[src/rtl/serial_frame_demux.sv]
// Serial frame receiver: start bit, LSB-first {len,addr} header, payload routed
// onto one of NCH lanes, then a checked stop bit.
module serial_frame_demux #(
   parameter int ADDR_W  = 2,
   parameter int LEN_W   = 6,
   parameter int SCALE_W = 3,
   localparam int NCH    = 2 ** ADDR_W
) (
   input  logic              clk,
   input  logic              rst_n,
   input  logic              sin,
   output logic [NCH-1:0]    dout,
   output logic [ADDR_W-1:0] dest,
   output logic [LEN_W-1:0]  len,
   output logic              valid,
   output logic              busy,
   output logic              frame_done,
   output logic              error
);

   localparam int HDR_W  = ADDR_W + LEN_W;
   localparam int CNT_W  = LEN_W + SCALE_W;
   localparam int HCNT_W = $clog2(HDR_W + 1);

   localparam logic [2:0] S_IDLE = 3'd0;
   localparam logic [2:0] S_HDR  = 3'd1;
   localparam logic [2:0] S_PAY  = 3'd2;
   localparam logic [2:0] S_STOP = 3'd3;
   localparam logic [2:0] S_ERR  = 3'd4;

   logic [2:0]        state_q, state_d;
   logic [HDR_W-2:0]  hdr_q, hdr_d;
   logic [HCNT_W-1:0] hcnt_q, hcnt_d;
   logic [CNT_W-1:0]  pcnt_q, pcnt_d;
   logic [ADDR_W-1:0] dest_q, dest_d;
   logic [LEN_W-1:0]  len_q, len_d;
   logic              done_q, done_d;
   logic [HDR_W-1:0]  hdr_asm;

   // Only HDR_W-1 bits are stored; the final header bit is taken straight from sin.
   assign hdr_asm = {sin, hdr_q};

   always_comb begin
      state_d = state_q;
      hdr_d   = hdr_q;
      hcnt_d  = hcnt_q;
      pcnt_d  = pcnt_q;
      dest_d  = dest_q;
      len_d   = len_q;
      done_d  = 1'b0;
      case (state_q)
         S_IDLE: begin
            if (!sin) begin
               state_d = S_HDR;
               hcnt_d  = '0;
            end
         end
         S_HDR: begin
            hdr_d  = hdr_asm[HDR_W-1:1];
            hcnt_d = hcnt_q + 1'b1;
            if (hcnt_q == HCNT_W'(HDR_W - 1)) begin
               dest_d  = hdr_asm[ADDR_W-1:0];
               len_d   = hdr_asm[HDR_W-1 -: LEN_W];
               pcnt_d  = {hdr_asm[HDR_W-1 -: LEN_W], {SCALE_W{1'b0}}};
               state_d = (hdr_asm[HDR_W-1 -: LEN_W] != '0) ? S_PAY : S_STOP;
            end
         end
         S_PAY: begin
            pcnt_d = pcnt_q - 1'b1;
            if (pcnt_q == CNT_W'(1)) state_d = S_STOP;
         end
         S_STOP: begin
            if (sin) begin
               done_d  = 1'b1;
               state_d = S_IDLE;
            end else begin
               state_d = S_ERR;
            end
         end
         S_ERR: begin
            if (sin) state_d = S_IDLE;
         end
         default: state_d = S_IDLE;
      endcase
   end

   always_ff @(posedge clk or negedge rst_n) begin
      if (!rst_n) begin
         state_q <= S_IDLE;
         hdr_q   <= '0;
         hcnt_q  <= '0;
         pcnt_q  <= '0;
         dest_q  <= '0;
         len_q   <= '0;
         done_q  <= 1'b0;
      end else begin
         state_q <= state_d;
         hdr_q   <= hdr_d;
         hcnt_q  <= hcnt_d;
         pcnt_q  <= pcnt_d;
         dest_q  <= dest_d;
         len_q   <= len_d;
         done_q  <= done_d;
      end
   end

   // Payload passes through combinationally; unselected lanes are driven 0.
   always_comb begin
      dout = '0;
      if (state_q == S_PAY) dout[dest_q] = sin;
   end

   assign dest       = dest_q;
   assign len        = len_q;
   assign valid      = (state_q == S_PAY);
   assign busy       = (state_q != S_IDLE);
   assign frame_done = done_q;
   assign error      = (state_q == S_ERR);

endmodule

[config.mk]
export PLATFORM = sky130hd
export DESIGN_NAME = serial_frame_demux
export DESIGN_NICKNAME = d
export VERILOG_FILES = /design/src/rtl/serial_frame_demux.sv
export SDC_FILE = /design/constraint.sdc
export NUM_CORES = 1
export LEC_CHECK = 0
export BUFFER_PORTS_ARGS = -buffer_cell sky130_fd_sc_hd__clkbuf_2
export CORE_AREA = 2 2 62 64
export CTS_CLUSTER_DIAMETER = 60
export DETAILED_ROUTE_END_ITERATION = 8
export DIE_AREA = 0 0 64 66
export PLACE_DENSITY = 0.68
export REMOVE_ABC_BUFFERS = 1
export SETUP_SLACK_MARGIN = 0.4
export SYNTH_ARGS = -nofsm -noshare
export SYNTH_HDL_FRONTEND = slang
export SYNTH_SLANG_ARGS = --single-unit
[constraint.sdc]
create_clock -name clk -period 2.3 [get_ports clk]
set_input_delay 0.46 -clock clk [delete_from_list [all_inputs] [get_ports clk]]
set_output_delay 0.46 -clock clk [all_outputs]
set_load 0.01 [all_outputs]
==> flow_summary_export.csv, run 1 <==
group,metric,value,unit
setup_path,regToRegStartpoint,"state_q[0]$_DFFE_PN0P_",
setup_path,worstSetupPathType,"register to primary output",
floorplan,boundaryPins,19,
setup_path,end_kind,"primary output",
timing,slew_viol_final,0,
global_routing,grt_overflow_total,0,
cts,cts_buffer_depth,2,
routing,drc_errors,0,
timing,timing.final.crit_period,2020,ps
setup_path,worstPathRequired,1840,ps
cts,cts_tree,"done",
power_and_ir_drop,p_per_area,1260,nW/um2
yosys,synth-warning-count,0,
cts,cts_sinks,32,
cts,path_clk_slew,100,ps
power_and_ir_drop,leakagePower,0.909,nW
setup_path,start_kind,"register",
timing,final-hold-violation-count,0,
routing,wl_per_cell,13.2,um
yosys,syn_area,1540,um2
setup_path,crit_arrival,1560,ps
timing,post-route-period-util,87.7,%
routing,wirelength,3190,um
yosys,synth_area_leaders,"dfrtp_1, nand2_1, o21ai_0, nor2_1, ha_1",
setup_path,crit_fanout,3,
cts,clk_latency,340,ps
final_layout,stdcell_count,241,
run,drv_cap,0,
yosys,syn_inst,167,
floorplan,start_util,43.2,%
routing,drt_pre_antenna_iters,4,
cts,cts_inserted_buffers,5,
final_layout,most-common-layout-cells,"nand2_1, dfrtp_1, clkbuf_2",
final_layout,area_growth,19.4,%
timing,slew_headroom,49.1,%
global_routing,grt_pass1_wl,5730,um
outcome,run_status,"finished, final reports clean",
timing,finalSetupTns,0,ps
yosys,synthFlopType,"dfrtp_1",
global_routing,grt_pass1_vias,1228,
yosys,synth_top_area_share,52.2,%
floorplan,die_height,66,um
global_routing,antenna_found_initial,0,
timing,rsz0062_at_grt,"yes",
routing,drt_iter0_drc,79,
yosys,ys_seq_area_share,52.2,%
yosys,async_flop_share,100,%
placed_design,dp.final_hpwl,2210,um
yosys,synth_edf_count,0,
floorplan,core,3550,um2
power_and_ir_drop,power,0.00230,W
floorplan,num_rows,22,
placed_design,io_buffer_count,18,
setup_path,ff2ff_path_depth,4,
setup_path,endpoint,"dout[1]",
timing,setup_violations,0,
timing,maxClockFrequency,0.496,GHz
floorplan,die_x,64,um
routing,ant_nets,0,
setup_path,worstSetupStartpoint,"state_q[0]$_DFFE_PN0P_",
final_layout,antenna-diode-count,0,
timing,fin_worst_skew,12.5,ps
cts,htree_levels,2,
global_routing,grt_max_degree,33,
yosys,yosysUniqueCellTypes,41,
yosys,avgSynthCellArea,9.19,um2
floorplan,die-area,4220,um2
cts,ctsRootBufferMaster,"clkbuf_4",
routing,vias_per_cell,5.33,
yosys,synth_top_area_cell,"dfrtp_1",
timing,max_slew.worst_pin.slew,763,ps
final_layout,nets,198,
final_layout,layout_commonest_cell,"nand2_1",
hold_path,hold_path.class,"input pin to asynchronous set/reset pin",
placed_design,gp_congestion,0.937,
final_layout,finish.utilization,51.6,%
setup_path,reg2reg_slack,470,ps
final_layout,drive_above_1_share,24.9,%
setup_path,r2r_end,"pcnt_q[7]$_DFFE_PN0P_",
cts,ctsHoldBuffers,0,
yosys,synth-seq-cells,32,
routing,via_count,1285,
power_and_ir_drop,irDropWorstVdd,530,uV
global_routing,gr-usage-all-layers,17.8,%
placed_design,placed_cells,228,
-- synth_stat cells, types with 2 or more instances --
library cell and instances:
nand2_1 48, dfrtp_1 32, nor2_1 11, o21ai_0 10, inv_1 7, a21oi_1 4, clkbuf_1 4, or3_1 4
a22o_1 3, ha_1 3, nand3_1 3, nor3_1 3, buf_6 2, nor2b_1 2, nor4_1 2, o21a_1 2
o22ai_1 2, o311ai_0 2
-- layer usage --
layer  GRT usage [%]  wire (um)
met4            9.51         82
met1            23.3       1480
met2            27.1       1470
met3            4.26        159
met5               0          0
-- sequential cells by signal, summed over array words and instances (netlist names) --
name	count
pcnt_q	9
frame_done	1
state_q	3
hdr_q	7
len	6
hcnt_q	4
dest	2
-- area by class of cell --
type,instances,area [um2]
sequential,32,805
fill,325,1720
multi-input combinational,120,702
inverter,8,35.0
tap,48,60.1
clock buffer,6,41.3
clock inverter,2,35.0
timing repair buffer,25,155
-- cell families (layout without fill, tap and decap cells) --
logic type               count (synthesis)  in the layout  synth area share (%)
AND/OR/NAND/NOR                         84             84                  25.8
AO/OA/AOI/OAI                           33             33                  14.8
flip-flops                              32             32                  52.2
buffers and inverters                   15             41                  4.73
adder cells (fa/ha/maj)                  3              3                  2.45
-- repair_timing --
action                                  in CTS  in global routing
pin swaps                                    2                  4
endpoints found under the setup margin       5                 13
resized for setup                            9                 10
buffers inserted                             5                  0
-- worst min-delay path by stage --
stage                     cells after the start            startpoint                   to  slack (ps)
after detailed placement                      2    len[4]$_DFFE_PN0P_   len[4]$_DFFE_PN0P_         460
after global routing                          1                 rst_n   len[3]$_DFFE_PN0P_         240
final                                         1                 rst_n   len[1]$_DFFE_PN0P_         180
after floorplan                               0                 rst_n  dest[0]$_DFFE_PN0P_         160
after global placement                        2  hdr_q[0]$_DFFE_PN0P_  dest[0]$_DFFE_PN0P_         450
after CTS                                     1                 rst_n   len[1]$_DFFE_PN0P_         200
-- report_power, final --
part | internal, W | leakage (nW) | switching (W)
logic | 0.000383 | 0.464 | 0.000475
clock network | 0.000228 | 0.0422 | 0.000185
registers | 0.000805 | 0.403 | 0.000230
-- critical path, cell delays in order (launching register included) --
cell,delay [ps]
dfrtp_2,410
or3b_4,420
clkinv_4,80
nand3_2,80
nor2_1,110
buf_2,130
-- metrics by stage --
step / area (um2) / setup slack [ps] / hold slack (ps)
detailed placement: 1660 / 292 / 463
CTS: 1800 / 256 / 201
global route: 1830 / 221 / 242
global placement: 1660 / 354 / 452
finish: 1830 / 282 / 175
floorplan: 1490 / 407 / 164
No activity file was read; power rests on OpenSTA's default activity.
==> inputs of run 2 (changes only) <==
==> constraint.sdc (replaced) <==
create_clock -name clk -period 1.9 [get_ports clk]
set_input_delay 0.38 -clock clk [delete_from_list [all_inputs] [get_ports clk]]
set_output_delay 0.38 -clock clk [all_outputs]
set_load 0.01 [all_outputs]
==> run 2 against run 1 <==
  * The flow now finishes with violations (negative setup slack)
  * Register-to-register slack lost 460 ps
  * Combinational power grew 88%
  * Sequential power grew 27%
  * First-iteration DRC count shrank 29%
  * Critical path depth is the same
  * Total power grew 53%
  * Routed wire length grew 34%
  * Via count grew 12%
  * Clock power grew 43%
  * Clock skew shrank 1.3 ps
  * Largest cell class is now multi-input gates
  * Highest routed layer unchanged
==> flow_summary_export.csv, run 2 (synthesis results as in run 1) <==
group,metric,value,unit
global_routing,antenna_found_initial,0,
setup_path,cp_slowest_cell,"or3b_4",
setup_path,critical-path-max-stage-delay,440,ps
cts,cts_buffer_depth,2,
setup_path,crit_fanout,3,
placed_design,io_buffer_count,18,
final_layout,fillers,288,
setup_path,reg2reg_slack,10,ps
routing,drc_errors,0,
routing,ant_nets,0,
setup_path,r2r_end,"pcnt_q[7]$_DFFE_PN0P_",
setup_path,worstPathRequired,1520,ps
setup_path,regToRegStartpoint,"state_q[0]$_DFFE_PN0P_",
timing,max_slew.worst_pin.slew,804,ps
cts,cts_tree,"done",
floorplan,die_height,66,um
timing,rsz0062_at_grt,"yes",
global_routing,grt_pass1_wl,6290,um
cts,htree_levels,2,
final_layout,area_growth,46.9,%
routing,wirelength,4260,um
timing,maxClockFrequency,0.501,GHz
setup_path,end_kind,"primary output",
timing,slew_viol_final,0,
power_and_ir_drop,p_per_area,1560,nW/um2
final_layout,regMostFlops,"pcnt_q",
floorplan,core,3550,um2
power_and_ir_drop,irDropWorstVdd,780,uV
final_layout,finish.utilization,63.5,%
cts,path_clk_slew,100,ps
cts,cts_inserted_buffers,5,
routing,drt_pre_antenna_iters,4,
cts,cts_sinks,32,
routing,wl_per_cell,16.3,um
outcome,run_status,"finished with violations",
global_routing,gr-usage-all-layers,19.7,%
power_and_ir_drop,leakagePower,1.06,nW
timing,timing.final.crit_period,1990,ps
setup_path,crit_arrival,1610,ps
final_layout,nets,218,
final_layout,largest_reg_flops,9,
floorplan,die-area,4220,um2
final_layout,drive_above_1_share,43.7,%
cts,ctsRootBufferMaster,"clkbuf_4",
timing,setup_violations,5,
global_routing,grt_overflow_total,0,
floorplan,boundaryPins,19,
timing,fin_ws,-94.5,ps
global_routing,grt_pass1_vias,1335,
setup_path,path_cells,"or3b_4 -> clkinv_4 -> nand3_4 -> nor2_4 -> buf_6",
cts,clk_latency,350,ps
hold_path,hold_path.class,"input pin to asynchronous set/reset pin",
timing,fin_worst_skew,11.2,ps
global_routing,grt_max_degree,33,
placed_design,gp_congestion,0.800,
outcome,violations,"negative setup slack",
setup_path,worstSetupPathType,"register to primary output",
timing,final-hold-violation-count,0,
routing,drt_iter0_drc,56,
timing,slew_headroom,46.4,%
final_layout,antenna-diode-count,0,
floorplan,num_rows,22,
timing,finalSetupTns,-368,ps
final_layout,layout_commonest_cell,"nand2_1",
routing,vias_per_cell,5.49,
floorplan,die_x,64,um
setup_path,ff2ff_path_depth,5,
floorplan,start_util,43.2,%
run,drv_cap,0,
routing,via_count,1433,
timing,post-route-period-util,105,%
final_layout,most-common-layout-cells,"nand2_1, dfrtp_1, buf_6",
setup_path,start_kind,"register",
placed_design,dp.final_hpwl,2330,um
run 2: cell types whose count changed in the layout (fill, tap and decap cells not counted), moves of 2 or more:
cell | previous run | this run
a21oi_1 | 4 | 2
buf_4 | 6 | 11
buf_6 | 1 | 14
clkbuf_8 | 1 | 3
nand2_1 | 47 | 43
nand2_2 | 0 | 3
nor2_1 | 11 | 8
nor2_4 | 0 | 2
o21ai_0 | 10 | 2
o21ai_1 | 0 | 5
o21ai_2 | 0 | 2
o311ai_0 | 2 | 0
o311ai_2 | 0 | 2
run 2: cell type report:
cell class	count	area (um2)	share of cell area [%]
clock buffer	7	65.1	2.89
multi-input combinational	120	887	39.3
clock inverter	1	30.0	1.33
inverter	8	35.0	1.55
sequential	32	803	35.6
tap	48	60.1	2.66
timing repair buffer	45	374	16.6
run 2: how the worst max path moves through the flow:
stage	depth (start not counted)	to	start	slack, ps
floorplan	4	dout[0]	state_q[1]$_DFFE_PN0P_	90
global placement	3	pcnt_q[7]$_DFFE_PN0P_	pcnt_q[3]$_DFFE_PN0P_	210
detailed placement	5	dout[0]	state_q[0]$_DFFE_PN0P_	170
CTS	5	dout[2]	state_q[2]$_DFFE_PN0P_	-70
global route	5	dout[1]	state_q[0]$_DFFE_PN0P_	-140
finish	5	dout[1]	state_q[0]$_DFFE_PN0P_	-90
run 2: metrics by stage:
stage                     hold slack [ps]  instance area [um2]  total power (W)  worst slack, ps  instances
after floorplan                      84.4                 1490          0.00188             86.9        160
after global placement                450                 1700          0.00222              213        233
after detailed placement              453                 1700          0.00226              167        233
after CTS                             120                 2020          0.00310            -66.8        252
after global routing                  145                 2250          0.00374             -142        261
final                                 103                 2250          0.00352            -94.5        261
run 2: worst max-delay path: cells and delay by family, from the launching register on:
kind	cells	cell delay (ps)
buffers and inverters	2	200
and+or+nand+nor	3	670
DFF	1	400
run 2: power by group:
part | switching [W] | total [W] | internal (W) | leakage, nW
clock | 0.000243 | 0.000592 | 0.000349 | 0.0515
sequential | 0.000337 | 0.00131 | 0.000975 | 0.405
combinational | 0.000815 | 0.00161 | 0.000799 | 0.609
run 2: metal layers:
| layer | GRT usage, % | wire [um] | vias up |
|---|---|---|---|
| li1 | - | - | 662 |
| met1 | 23.1 | 1740 | 735 |
| met2 | 34.1 | 2270 | 25 |
| met3 | 5.62 | 136 | 11 |
| met4 | 7.34 | 112 | 0 |
| met5 | 0 | 0 | - |
run 2: repair_timing:
| item | CTS | global route |
|---|---|---|
| hold buffers | 0 | 0 |
| pin swaps | 11 | 7 |
| buffers inserted | 10 | 9 |
| resized for setup | 34 | 48 |
| endpoints found under the setup margin | 23 | 25 |
| gates cloned | 1 | 0 |
==> inputs of run 3 (changes only) <==
--- a/config.mk
+++ b/config.mk
@@ -5,12 +5,13 @@
 export SDC_FILE = /design/constraint.sdc
 export NUM_CORES = 1
 export LEC_CHECK = 0
+export ABC_AREA = 1
 export BUFFER_PORTS_ARGS = -buffer_cell sky130_fd_sc_hd__clkbuf_2
-export CORE_AREA = 2 2 62 64
+export CORE_AREA = 2 2 63 65
 export CTS_CLUSTER_DIAMETER = 60
 export DETAILED_ROUTE_END_ITERATION = 8
-export DIE_AREA = 0 0 64 66
-export PLACE_DENSITY = 0.68
+export DIE_AREA = 0 0 65 67
+export PLACE_DENSITY = 0.69
 export REMOVE_ABC_BUFFERS = 1
 export SETUP_SLACK_MARGIN = 0.4
 export SYNTH_ARGS = -nofsm -noshare
==> run 3 against run 2 <==
  * The run now ends clean
  * Synthesized area grew 4.4%
  * Flip-flop and latch count stayed put
  * Synthesized cell count grew 22%
  * Register-to-register slack better by 460 ps
  * Cell count rose by 12%
  * Routed wire length down 16%
  * Total power decreased by 12%
==> flow_summary_export.csv, run 3 <==
group,metric,value,unit
yosys,async_flop_share,100,%
routing,drt_pre_antenna_iters,4,
yosys,ys_seq_area_share,50.0,%
global_routing,grt_pass1_wl,6100,um
final_layout,nets,250,
yosys,synth-warning-count,0,
cts,cts_tree,"done",
timing,whs,114,ps
global_routing,grt_overflow_total,0,
power_and_ir_drop,p_per_area,1490,nW/um2
run,drv_cap,0,
setup_path,crit_arrival,1280,ps
timing,final-hold-violation-count,0,
yosys,syn_area,1600,um2
floorplan,die_height,67,um
routing,wl_per_cell,12.3,um
cts,cts_inserted_buffers,5,
routing,drc_errors,0,
routing,via_count,1424,
timing,fin_ws,242,ps
timing,max_slew.worst_pin.slew,423,ps
global_routing,grt_pass1_vias,1358,
cts,cts_sinks,32,
yosys,yosys-top-cells-count,"nand2_1, dfrtp_1, inv_1, o21ai_0, nor2_1",
timing,post-route-period-util,87.2,%
final_layout,largest_reg_flops,9,
final_layout,drive_above_1_share,27.0,%
global_routing,grt_max_degree,33,
power_and_ir_drop,p_seq_share,39.3,%
setup_path,start_kind,"input pin",
yosys,synth_area_leaders,"dfrtp_1, nand2_1, o21ai_0, inv_1, nand3_1",
yosys,synth_top_area_share,50.0,%
setup_path,end_kind,"primary output",
yosys,synthFlopType,"dfrtp_1",
setup_path,regToRegStartpoint,"state_q[1]$_DFFE_PN0P_",
yosys,avgSynthCellArea,7.86,um2
hold_path,hold_path.class,"input pin to asynchronous set/reset pin",
power_and_ir_drop,pwr-share-comb,45.2,%
placed_design,dp.final_hpwl,2330,um
final_layout,area_growth,30.5,%
final_layout,finish.utilization,58.0,%
routing,wirelength,3600,um
outcome,run_status,"finished, final reports clean",
final_layout,stdcell_count,292,
final_layout,layout_commonest_cell,"nand2_1",
timing,fin_worst_skew,4.66,ps
final_layout,antenna-diode-count,0,
final_layout,most-common-layout-cells,"nand2_1, dfrtp_1, inv_1",
global_routing,gr-usage-all-layers,19.1,%
cts,clk_latency,280,ps
power_and_ir_drop,leakagePower,1.08,nW
power_and_ir_drop,irDropWorstVdd,778,uV
placed_design,placed_cells,270,
cts,cts_buffer_depth,2,
timing,timing.final.crit_period,1660,ps
setup_path,worstPathRequired,1520,ps
yosys,syn_inst,204,
floorplan,core,3610,um2
routing,ant_nets,0,
floorplan,num_rows,22,
placed_design,io_buffer_count,18,
floorplan,die_x,65,um
timing,rsz0062_at_grt,"yes",
cts,htree_levels,2,
power_and_ir_drop,pwr-share-clk,15.5,%
cts,path_clk_slew,60,ps
yosys,synth_top_area_cell,"dfrtp_1",
setup_path,worstSetupPathType,"input pin to primary output",
timing,finalSetupTns,0,ps
power_and_ir_drop,p_sw,0.00132,W
routing,drt_iter0_drc,82,
final_layout,regMostFlops,"pcnt_q",
setup_path,critical-path-max-stage-delay,350,ps
setup_path,cp_slowest_cell,"nor4_4",
placed_design,gp_congestion,0.858,
timing,slew_viol_final,0,
timing,slew_headroom,71.5,%
global_routing,antenna_found_initial,0,
power_and_ir_drop,internal_power,0.00179,W
yosys,yosysUniqueCellTypes,27,
setup_path,crit_fanout,5,
floorplan,die-area,4360,um2
yosys,synth-seq-cells,32,
setup_path,worstSetupStartpoint,"sin",
power_and_ir_drop,swShare,42.4,%
setup_path,path_cells,"clkbuf_2 -> clkinv_1 -> nor4_4 -> buf_2",
placed_design,pre_cts_ws,373,ps
floorplan,boundaryPins,19,
cts,ctsRootBufferMaster,"clkbuf_8",
routing,vias_per_cell,4.88,
timing,setup_violations,0,
yosys,yosysMostFrequentCell,"nand2_1",
yosys,synth_edf_count,0,
floorplan,start_util,44.4,%
timing,maxClockFrequency,0.603,GHz
[run 3: cell types whose count changed in the layout (fill, tap and decap cells not counted), moves of 3 or more]
cell	previous run	this run
buf_6	14	3
nor2_1	8	17
clkbuf_4	5	0
o21ai_0	2	17
nand2_1	43	69
inv_1	6	19
o21ai_1	5	2
nand3_1	2	15
[run 3: worst paths after layout]
check | to | cells past startpoint | slack, ps
worst max-delay path | dout[0] | 4 | 240
min in group clk | state_q[2]$_DFFE_PN0P_ | 2 | 360
max in group asynchronous | state_q[0]$_DFFE_PN0P_ | 2 | 1480
worst min register to register | len[0]$_DFFE_PN0P_ | 2 | 470
worst max register to register | pcnt_q[3]$_DFFE_PN0P_ | 6 | 470
worst min-delay path | pcnt_q[2]$_DFFE_PN0P_ | 2 | 110
[run 3: cells by family after synthesis]
kind of cell    synth area share [%]
compound gates                  8.35
xor+xnor                       0.547
fa+ha+maj                       2.34
buf+inv                         7.10
flops                           50.0
simple gates                    31.7
[run 3: routing by layer]
metal | wire [um] | up-vias | track usage (%)
met1 | 1570 | 668 | 22.8
met4 | 61 | 0 | 7.98
li1 | - | 724 | -
met3 | 126 | 8 | 5.57
met5 | 0 | - | 0
met2 | 1840 | 24 | 32.0
[run 3: area by class of cell]
cell class,count,area [um2]
repair buffers,35,251
fillers,334,1510
well taps,48,60.1
multi-input cells,145,788
flip-flops and latches,32,806
inverters,25,109
clock buffers,6,72.6
clock inverters,1,5.00
[run 3: repair_timing]
action / in CTS / in global routing
hold buffers: 0 / 0
buffers inserted: 9 / 5
gates cloned: 1 / 0
setup endpoints to repair: 8 / 16
resized for setup: 17 / 21
endpoints found under the hold margin: 0 / 0
pin swaps: 4 / 6
[run 3: power groups by stage]
stage | Clock [W] | Combinational, W | Sequential (W)
finish | 0.000483 | 0.00141 | 0.00122
global route | 0.000531 | 0.00163 | 0.00126
CTS | 0.000502 | 0.00127 | 0.00120
detailed placement | 0 | 0.00114 | 0.00121
global placement | 0 | 0.00112 | 0.00121
floorplan | 0 | 0.000822 | 0.00120
[run 3: worst max-delay path: cells and delay by family]
family / cells / cell delay [ps]
simple gates: 1 / 350
buf+inv: 3 / 540
[run 3: per-stage QoR]
stage               power, W  area (um2)
floorplan            0.00202        1580
detailed placement   0.00235        1760
global placement     0.00233        1760
global route         0.00343        2090
finish               0.00311        2090
CTS                  0.00297        1990
